<file path="src/rtl/mem_port_arbiter_pkg.sv">
// Shared constants for the memory-port arbiter: state encoding and default bus widths
// reused by the fetch and data-memory blocks.
package mem_port_arbiter_pkg;

  localparam int unsigned ARB_ADDR_W = 32;
  localparam int unsigned ARB_DATA_W = 32;

  typedef logic [1:0] arb_state_t;

  localparam arb_state_t ARB_IDLE  = 2'd0;
  localparam arb_state_t ARB_BUS_I = 2'd1;
  localparam arb_state_t ARB_BUS_D = 2'd2;

endpackage

</file>
<file path="src/rtl/mem_port_arbiter.sv">
// Shares one multi-cycle memory port between instruction fetch and the MEM-stage data port,
// holding each completed result until the pipeline advances.
module mem_port_arbiter
  import mem_port_arbiter_pkg::*;
#(
  parameter int unsigned ADDR_W     = ARB_ADDR_W,
  parameter int unsigned DATA_W     = ARB_DATA_W,
  parameter bit          DATA_FIRST = 1'b1
) (
  input  logic              CLK,
  input  logic              RESET,
  input  logic              i_read,
  input  logic [ADDR_W-1:0] i_address,
  output logic [DATA_W-1:0] i_readdata,
  output logic              instruction_mem_busywait,
  input  logic              d_read,
  input  logic              d_write,
  input  logic [ADDR_W-1:0] d_address,
  input  logic [DATA_W-1:0] d_writedata,
  output logic [DATA_W-1:0] d_readdata,
  output logic              data_mem_busywait,
  output logic              mem_req,
  output logic              mem_we,
  output logic [ADDR_W-1:0] mem_addr,
  output logic [DATA_W-1:0] mem_wdata,
  input  logic [DATA_W-1:0] mem_rdata,
  input  logic              mem_ack
);

  arb_state_t        state_q, state_d;
  logic              i_valid_q, i_valid_d;
  logic              d_valid_q, d_valid_d;
  logic              mem_req_q, mem_req_d;
  logic              mem_we_q, mem_we_d;
  logic [ADDR_W-1:0] mem_addr_q, mem_addr_d;
  logic [DATA_W-1:0] mem_wdata_q, mem_wdata_d;
  logic [DATA_W-1:0] i_rdata_q, i_rdata_d;
  logic [DATA_W-1:0] d_rdata_q, d_rdata_d;

  logic i_busy, d_busy, advance;
  logic grant_d, grant_i;

  assign i_busy  = i_read & ~i_valid_q;
  assign d_busy  = (d_read | d_write) & ~d_valid_q;
  assign advance = ~i_busy & ~d_busy;

  // Busywaits double as the pending flags, so an already-served side never re-arbitrates.
  assign grant_d = d_busy & (DATA_FIRST | ~i_busy);
  assign grant_i = i_busy & ~grant_d;

  always_comb begin
    state_d     = state_q;
    mem_req_d   = mem_req_q;
    mem_we_d    = mem_we_q;
    mem_addr_d  = mem_addr_q;
    mem_wdata_d = mem_wdata_q;
    i_rdata_d   = i_rdata_q;
    d_rdata_d   = d_rdata_q;
    i_valid_d   = advance ? 1'b0 : i_valid_q;
    d_valid_d   = advance ? 1'b0 : d_valid_q;

    case (state_q)
      ARB_IDLE: begin
        if (grant_d) begin
          state_d     = ARB_BUS_D;
          mem_req_d   = 1'b1;
          mem_we_d    = d_write;
          mem_addr_d  = d_address;
          mem_wdata_d = d_writedata;
        end else if (grant_i) begin
          state_d    = ARB_BUS_I;
          mem_req_d  = 1'b1;
          mem_we_d   = 1'b0;
          mem_addr_d = i_address;
        end
      end
      ARB_BUS_I: begin
        if (mem_ack) begin
          state_d   = ARB_IDLE;
          mem_req_d = 1'b0;
          mem_we_d  = 1'b0;
          i_valid_d = 1'b1;
          i_rdata_d = mem_rdata;
        end
      end
      ARB_BUS_D: begin
        if (mem_ack) begin
          state_d   = ARB_IDLE;
          mem_req_d = 1'b0;
          mem_we_d  = 1'b0;
          d_valid_d = 1'b1;
          if (!mem_we_q) begin
            d_rdata_d = mem_rdata;
          end
        end
      end
      default: begin
        state_d   = ARB_IDLE;
        mem_req_d = 1'b0;
        mem_we_d  = 1'b0;
      end
    endcase
  end

  always_ff @(posedge CLK or negedge RESET) begin
    if (!RESET) begin
      state_q     <= ARB_IDLE;
      i_valid_q   <= 1'b0;
      d_valid_q   <= 1'b0;
      mem_req_q   <= 1'b0;
      mem_we_q    <= 1'b0;
      mem_addr_q  <= '0;
      mem_wdata_q <= '0;
      i_rdata_q   <= '0;
      d_rdata_q   <= '0;
    end else begin
      state_q     <= state_d;
      i_valid_q   <= i_valid_d;
      d_valid_q   <= d_valid_d;
      mem_req_q   <= mem_req_d;
      mem_we_q    <= mem_we_d;
      mem_addr_q  <= mem_addr_d;
      mem_wdata_q <= mem_wdata_d;
      i_rdata_q   <= i_rdata_d;
      d_rdata_q   <= d_rdata_d;
    end
  end

  assign instruction_mem_busywait = i_busy;
  assign data_mem_busywait        = d_busy;
  assign mem_req                  = mem_req_q;
  assign mem_we                   = mem_we_q;
  assign mem_addr                 = mem_addr_q;
  assign mem_wdata                = mem_wdata_q;
  assign i_readdata               = i_rdata_q;
  assign d_readdata               = d_rdata_q;

endmodule
</file>
<file path="config.mk">
export PLATFORM = sky130hd
export DESIGN_NAME = mem_port_arbiter
export DESIGN_NICKNAME = d
export VERILOG_FILES = /design/src/rtl/mem_port_arbiter_pkg.sv /design/src/rtl/mem_port_arbiter.sv
export SDC_FILE = /design/constraint.sdc
export NUM_CORES = 1
export LEC_CHECK = 0
export BUFFER_PORTS_ARGS = -buffer_cell sky130_fd_sc_hd__buf_2
export CORE_ASPECT_RATIO = 1.5
export CORE_UTILIZATION = 50
export CTS_CLUSTER_DIAMETER = 80
export DETAILED_ROUTE_END_ITERATION = 12
export PLACE_DENSITY = 0.86
export SLEW_MARGIN = 20
export SYNTH_ARGS = -nofsm -noshare
export SYNTH_HDL_FRONTEND = slang
export SYNTH_SLANG_ARGS = --single-unit
</file>
<file path="constraint.sdc">
create_clock -name CLK -period 4.57 [get_ports CLK]
set_input_delay 0.914 -clock CLK [delete_from_list [all_inputs] [get_ports CLK]]
set_output_delay 0.914 -clock CLK [all_outputs]
set_load 0.05 [all_outputs]
</file>
==> impl_metrics.py, run 1 <==
metrics = {
    "yosys": {
        "synth_flop_cell": "dfrtp_1",
        "synth.net_count": 545,
        "synth_common_cells": "dfrtp_1 (134), inv_1 (99), mux2_2 (64)",
        "synth_seq_area_share_pct": 61.5,
        "synth_top_area_share_pct": 61.5,
        "ys_ff_latch": 134,
        "synth_warnings": 0,
        "yosysTopAreaCell": "dfrtp_1",
        "avgSynthCellArea_um2": 13.4,
        "ys_types": 26,
        "syn_inst": 408,
        "yosysMostFrequentCell": "dfrtp_1",
        "synthesis.area_mm2": 0.00545,
        "yosys-top-cells-area": "dfrtp_1 (62%), mux2_2 (13%), inv_1 (6.8%)",
        "synth_edf_count": 0,
        "synthArstFlopShare_pct": 100,
    },
    "global_route": {
        "antenna_found_initial": 1,
        "grt_pass1_vias": 4455,
        "grt_overflow": 0,
        "grt_start_max_net_pins": 72,
        "grt_first_pass_wirelength_mm": 21.1,
        "grt.total_usage_pct": 24.6,
    },
    "worst_setup_path": {
        "startpoint_type": "register",
        "endpoint_kind": "register",
        "crit_arrival_ns": 2.86,
        "crit_required_ns": 4.84,
        "path_max_fanout": 35,
        "path_class": "register to register",
    },
    "final_layout": {
        "antenna_cells": 0,
        "area_delta_synth_final_pct": 38.0,
        "nNetsFinal": 813,
        "final_layout_size_suffix_gt1_share_pct": 53.7,
        "fillers": 745,
    },
    "sta": {
        "finalCriticalPeriod_ns": 2.58,
        "worst_slew_pin_slew_ns": 0.803,
        "finalSetupViolCount": 0,
        "fin_crit_sh_pct": 56.5,
        "fin_tns_setup_ns": 0,
        "final_max_slew_viol_count": 0,
        "fin_skew_ns": 0.00662,
        "rsz0062_at_grt": "false",
        "relSlewSlack_pct": 46.3,
        "fmax_mhz": 387,
        "hold_violations": 0,
    },
    "clocking": {
        "postCtsSetupBuffers": 0,
        "cts_tree": "built",
        "cts_hold_buf": 0,
        "clockBufferDepth": 2,
        "cts.sinks": 134,
        "htreeDepth": 4,
        "clockRootBuffer": "clkbuf_16",
        "cts_resized": 0,
        "insertion_delay_ns": 0.40,
        "clk_pin_slew_ns": 0.06,
        "cts_buffers": 17,
    },
    "place": {
        "post-dp-hpwl_mm": 10.2,
        "io_buffers": 265,
        "gp_congestion": 0.764,
    },
    "die": {
        "dieArea_mm2": 0.0113,
        "floorplan.die.width_um": 87.2,
        "rows": 46,
        "chipHeight_um": 130,
        "coreArea_mm2": 0.0106,
        "initial_utilization_pct": 51.5,
        "num_io_pins": 266,
    },
    "min_path": {
        "hold_path_class": "register to register",
    },
    "route": {
        "routed_wl_mm": 14.2,
        "viasPerCell": 5.24,
        "avgRoutedWirePerCell_um": 17.1,
        "route.detailed.drc": 0,
        "vias": 4369,
        "antenna_left": 0,
        "firstDrtPassIters": 12,
        "drtIter0Drc": 326,
    },
    "flow_run": {
        "max_cap_violations": 0,
    },
    "run_status": {
        "outcome": "completed",
    },
}
[routing by layer]
layer	track usage, %	vias up	part of all wire, %
met4	12.6	2	3.6
met1	24.0	2127	33
li1	-	1909	-
met5	0	-	0.077
met2	44.1	281	53
met3	10.1	50	10
[cells in the final DEF (no fill, tap or decap), drive strengths merged]
cell type	n
a21oi	3
a222oi	32
a22o	1
a31oi	1
and3	1
buf	269
bufinv	4
clkbuf	22
clkinv	1
clkinvlp	2
dfrtp	134
ha	3
inv	104
mux2	96
nand2	3
nand2b	2
nand3	2
nor2	1
nor2b	2
o21a	1
o21ai	2
o21bai	1
o22a	1
o2bb2ai	1
[registers in the layout (all words and copies together), names as in the netlist, 2 cells and up]
name        cells
d_readdata     32
mem_wdata      32
i_readdata     32
mem_addr       32
state_q         2
[area by class of cell]
cell class	instances	area (um2)	area share [%]
Timing Repair Buffer	269	1370	18.2
Tap cell	144	180	2.40
Clock buffer	22	474	6.31
Clock inverter	10	166	2.21
Inverter	101	379	5.04
Sequential cell	134	3350	44.6
Multi-Input combinational cell	153	1600	21.2
[stage by stage]
| step | utilization [%] | worst slack, ns | instances | hold slack, ns | area, um2 |
|---|---|---|---|---|---|
| after floorplan | - | 2.45 | 408 | 0.438 | 5450 |
| after detailed placement | 64.9 | 1.90 | 801 | 0.456 | 6870 |
| after CTS | 70.9 | 2.07 | 833 | 0.470 | 7510 |
| after global routing | 71.0 | 1.83 | 833 | 0.488 | 7520 |
| final | 71.0 | 1.99 | 833 | 0.469 | 7520 |
| after global placement | 64.9 | 2.03 | 801 | 0.459 | 6870 |
[critical path, stage by stage, from the launching register on]
cell and delay, ns:
dfrtp_1 0.38, inv_1 0.10, ha_1 0.29, nor2b_1 0.21, o21a_2 0.56, buf_4 0.50, mux2_1 0.39
[worst paths after layout]
path	from	endpoint	slack, ns	cells after the start
worst max-delay path	state_q[1]	mem_wdata[28]	1.99	6
worst min-delay path	i_valid_q	i_valid_q	0.47	2
worst max register to register	state_q[1]	mem_wdata[28]	1.99	6
worst min register to register	i_valid_q	i_valid_q	0.47	2
max in group asynchronous	RESET	mem_addr[19]	3.10	2
min in group asynchronous	RESET	mem_wdata[28]	0.59	1
[cells by family (layout without fill, tap and decap cells)]
| logic type | Yosys count | after routing | share of synthesized area [%] |
|---|---|---|---|
| and+or+nand+nor | 11 | 11 | 1.08 |
| buffers and inverters | 121 | 402 | 9.46 |
| muxes | 96 | 96 | 19.8 |
| adders and majority gates | 3 | 3 | 0.689 |
| DFF | 134 | 134 | 61.5 |
| AOI/OAI and AO/OA | 43 | 43 | 7.42 |
Power of run 1 is not shown: default switching activity piles up to over one toggle a cycle in this logic, so the estimate is an artifact.
==> run 2: changes to the inputs <==
--- a/config.mk
+++ b/config.mk
@@ -7,10 +7,10 @@
 export LEC_CHECK = 0
 export BUFFER_PORTS_ARGS = -buffer_cell sky130_fd_sc_hd__buf_2
 export CORE_ASPECT_RATIO = 1.5
-export CORE_UTILIZATION = 50
+export CORE_UTILIZATION = 42
 export CTS_CLUSTER_DIAMETER = 80
 export DETAILED_ROUTE_END_ITERATION = 12
-export PLACE_DENSITY = 0.86
+export PLACE_DENSITY = 0.77
 export SLEW_MARGIN = 20
 export SYNTH_ARGS = -nofsm -noshare
 export SYNTH_HDL_FRONTEND = slang
==> constraint.sdc (replaced) <==
create_clock -name CLK -period 2.07 [get_ports CLK]
set_input_delay 0.414 -clock CLK [delete_from_list [all_inputs] [get_ports CLK]]
set_output_delay 0.414 -clock CLK [all_outputs]
set_load 0.05 [all_outputs]
==> run 2 against run 1 <==
  * First-iteration DRC count decreased by 30%
  * Via count decreased by 4.1%
  * Global-route usage decreased by 4.8 points
  * Final cell count increased by 1.8%
==> impl_metrics.py, run 2 (same netlist as run 1, synthesis figures left out) <==
metrics = {
    "sta": {
        "worst_slack_ns": 0.190,
        "worst_slew_pin_slew_ns": 0.687,
        "relSlewSlack_pct": 54.2,
        "rsz0062_at_grt": "false",
        "hold_violations": 0,
        "fin_tns_setup_ns": 0,
        "finalSetupViolCount": 0,
        "fin_crit_sh_pct": 90.8,
        "final_max_slew_viol_count": 0,
        "fin_skew_ns": 0.00644,
        "finalCriticalPeriod_ns": 1.88,
        "fmax_mhz": 532,
    },
    "worst_setup_path": {
        "path_class": "register to register",
        "regToRegStartpoint": "state_q[1]",
        "endpoint_kind": "register",
        "reg2reg_depth": 6,
        "r2r-end": "mem_wdata[16]",
        "crit_required_ns": 2.34,
        "reg2reg_setup_slack_ns": 0.19,
        "crit_arrival_ns": 2.15,
        "crit_path_end": "mem_wdata[16]",
        "critPathLaunch": "state_q[1]",
        "path_max_fanout": 16,
        "startpoint_type": "register",
    },
    "clocking": {
        "htreeDepth": 4,
        "cts_resized": 0,
        "insertion_delay_ns": 0.40,
        "clk_pin_slew_ns": 0.06,
        "cts.sinks": 134,
        "cts_buffers": 17,
        "clockBufferDepth": 2,
        "clockRootBuffer": "clkbuf_16",
        "cts_tree": "built",
    },
    "place": {
        "gp_congestion": 0.812,
        "preCtsSetupSlack_ns": 0.196,
        "placed_area_mm2": 0.00695,
        "post-dp-hpwl_mm": 9.64,
        "io_buffers": 265,
    },
    "route": {
        "viasPerCell": 4.94,
        "drtIter0Drc": 229,
        "avgRoutedWirePerCell_um": 15.7,
        "firstDrtPassIters": 7,
        "antenna_left": 0,
        "route.detailed.drc": 0,
        "routed_wl_mm": 13.3,
        "vias": 4191,
    },
    "global_route": {
        "grt_overflow": 0,
        "grt_start_max_net_pins": 133,
        "antenna_found_initial": 0,
        "grt_first_pass_wirelength_mm": 20.7,
        "grt.total_usage_pct": 19.9,
        "grt_pass1_vias": 4427,
    },
    "die": {
        "chipHeight_um": 142,
        "num_io_pins": 266,
        "initial_utilization_pct": 43.3,
        "coreArea_mm2": 0.0126,
        "rows": 50,
        "dieArea_mm2": 0.0134,
        "floorplan.die.width_um": 95.0,
    },
    "final_layout": {
        "final_layout_size_suffix_gt1_share_pct": 54.0,
        "most-common-layout-cells": "buf_2 (264), dfrtp_1 (134), inv_1 (99)",
        "final_common_cell": "buf_2",
        "area_delta_synth_final_pct": 38.2,
        "fillers": 1023,
        "nNetsFinal": 817,
        "final_cell_area_mm2": 0.00753,
        "regArea_mm2": 0.00335,
        "multiInputGateArea_mm2": 0.00159,
    },
    "min_path": {
        "hold_path_class": "input port to register",
        "worstHoldStart": "d_writedata[1]",
    },
    "run_status": {
        "outcome": "completed",
    },
    "flow_run": {
        "max_cap_violations": 0,
    },
}
run 2: cell type report:
type / instances / area share [%]
Antenna cell: 1 / 0.0332
Clock buffer: 18 / 5.83
Clock inverter: 12 / 1.74
Inverter: 101 / 5.03
Multi-Input combinational cell: 153 / 21.1
Sequential cell: 134 / 44.5
Tap cell: 156 / 2.59
Timing Repair Buffer: 273 / 19.1
run 2: worst min path at each step:
stage                         end  slack, ns  cells after the start
floorplan           d_readdata[0]       0.12                      0
global placement    mem_wdata[12]       0.21                      1
detailed placement  mem_wdata[12]       0.22                      1
CTS                  mem_wdata[1]       0.21                      2
global route         mem_wdata[1]       0.21                      2
finish               mem_wdata[1]       0.24                      2
run 2: repair_timing:
item                                    in CTS  in global routing
endpoints found under the hold margin        2                  0
hold buffers                                 1                  0
endpoints found under the setup margin       0                  0
setup buffers                                0                  0
run 2: routing by layer:
layer | GRT usage, % | vias up | routed length (um)
met4 | 7.89 | 0 | 165
met2 | 36.3 | 192 | 7270
met3 | 5.68 | 12 | 1010
met1 | 20.9 | 2063 | 4860
met5 | 0 | - | 0
li1 | - | 1924 | -
run 2: metrics by stage:
stage / hold slack, ns / utilization (%) / instances
2_1_floorplan: 0.118 / - / 408
3_3_place_gp: 0.211 / 55.3 / 816
3_5_place_dp: 0.215 / 55.3 / 816
4_1_cts: 0.212 / 59.9 / 847
5_1_grt: 0.210 / 59.9 / 847
6_report: 0.235 / 59.9 / 848
run 2: critical path, cell delays in order (launching register included):
cell and delay (ns):
dfrtp_1 0.38, inv_1 0.10, ha_1 0.26, nor2b_1 0.21, o21a_2 0.20, buf_4 0.25, mux2_1 0.36
Power of run 2 is left out for the same reason.
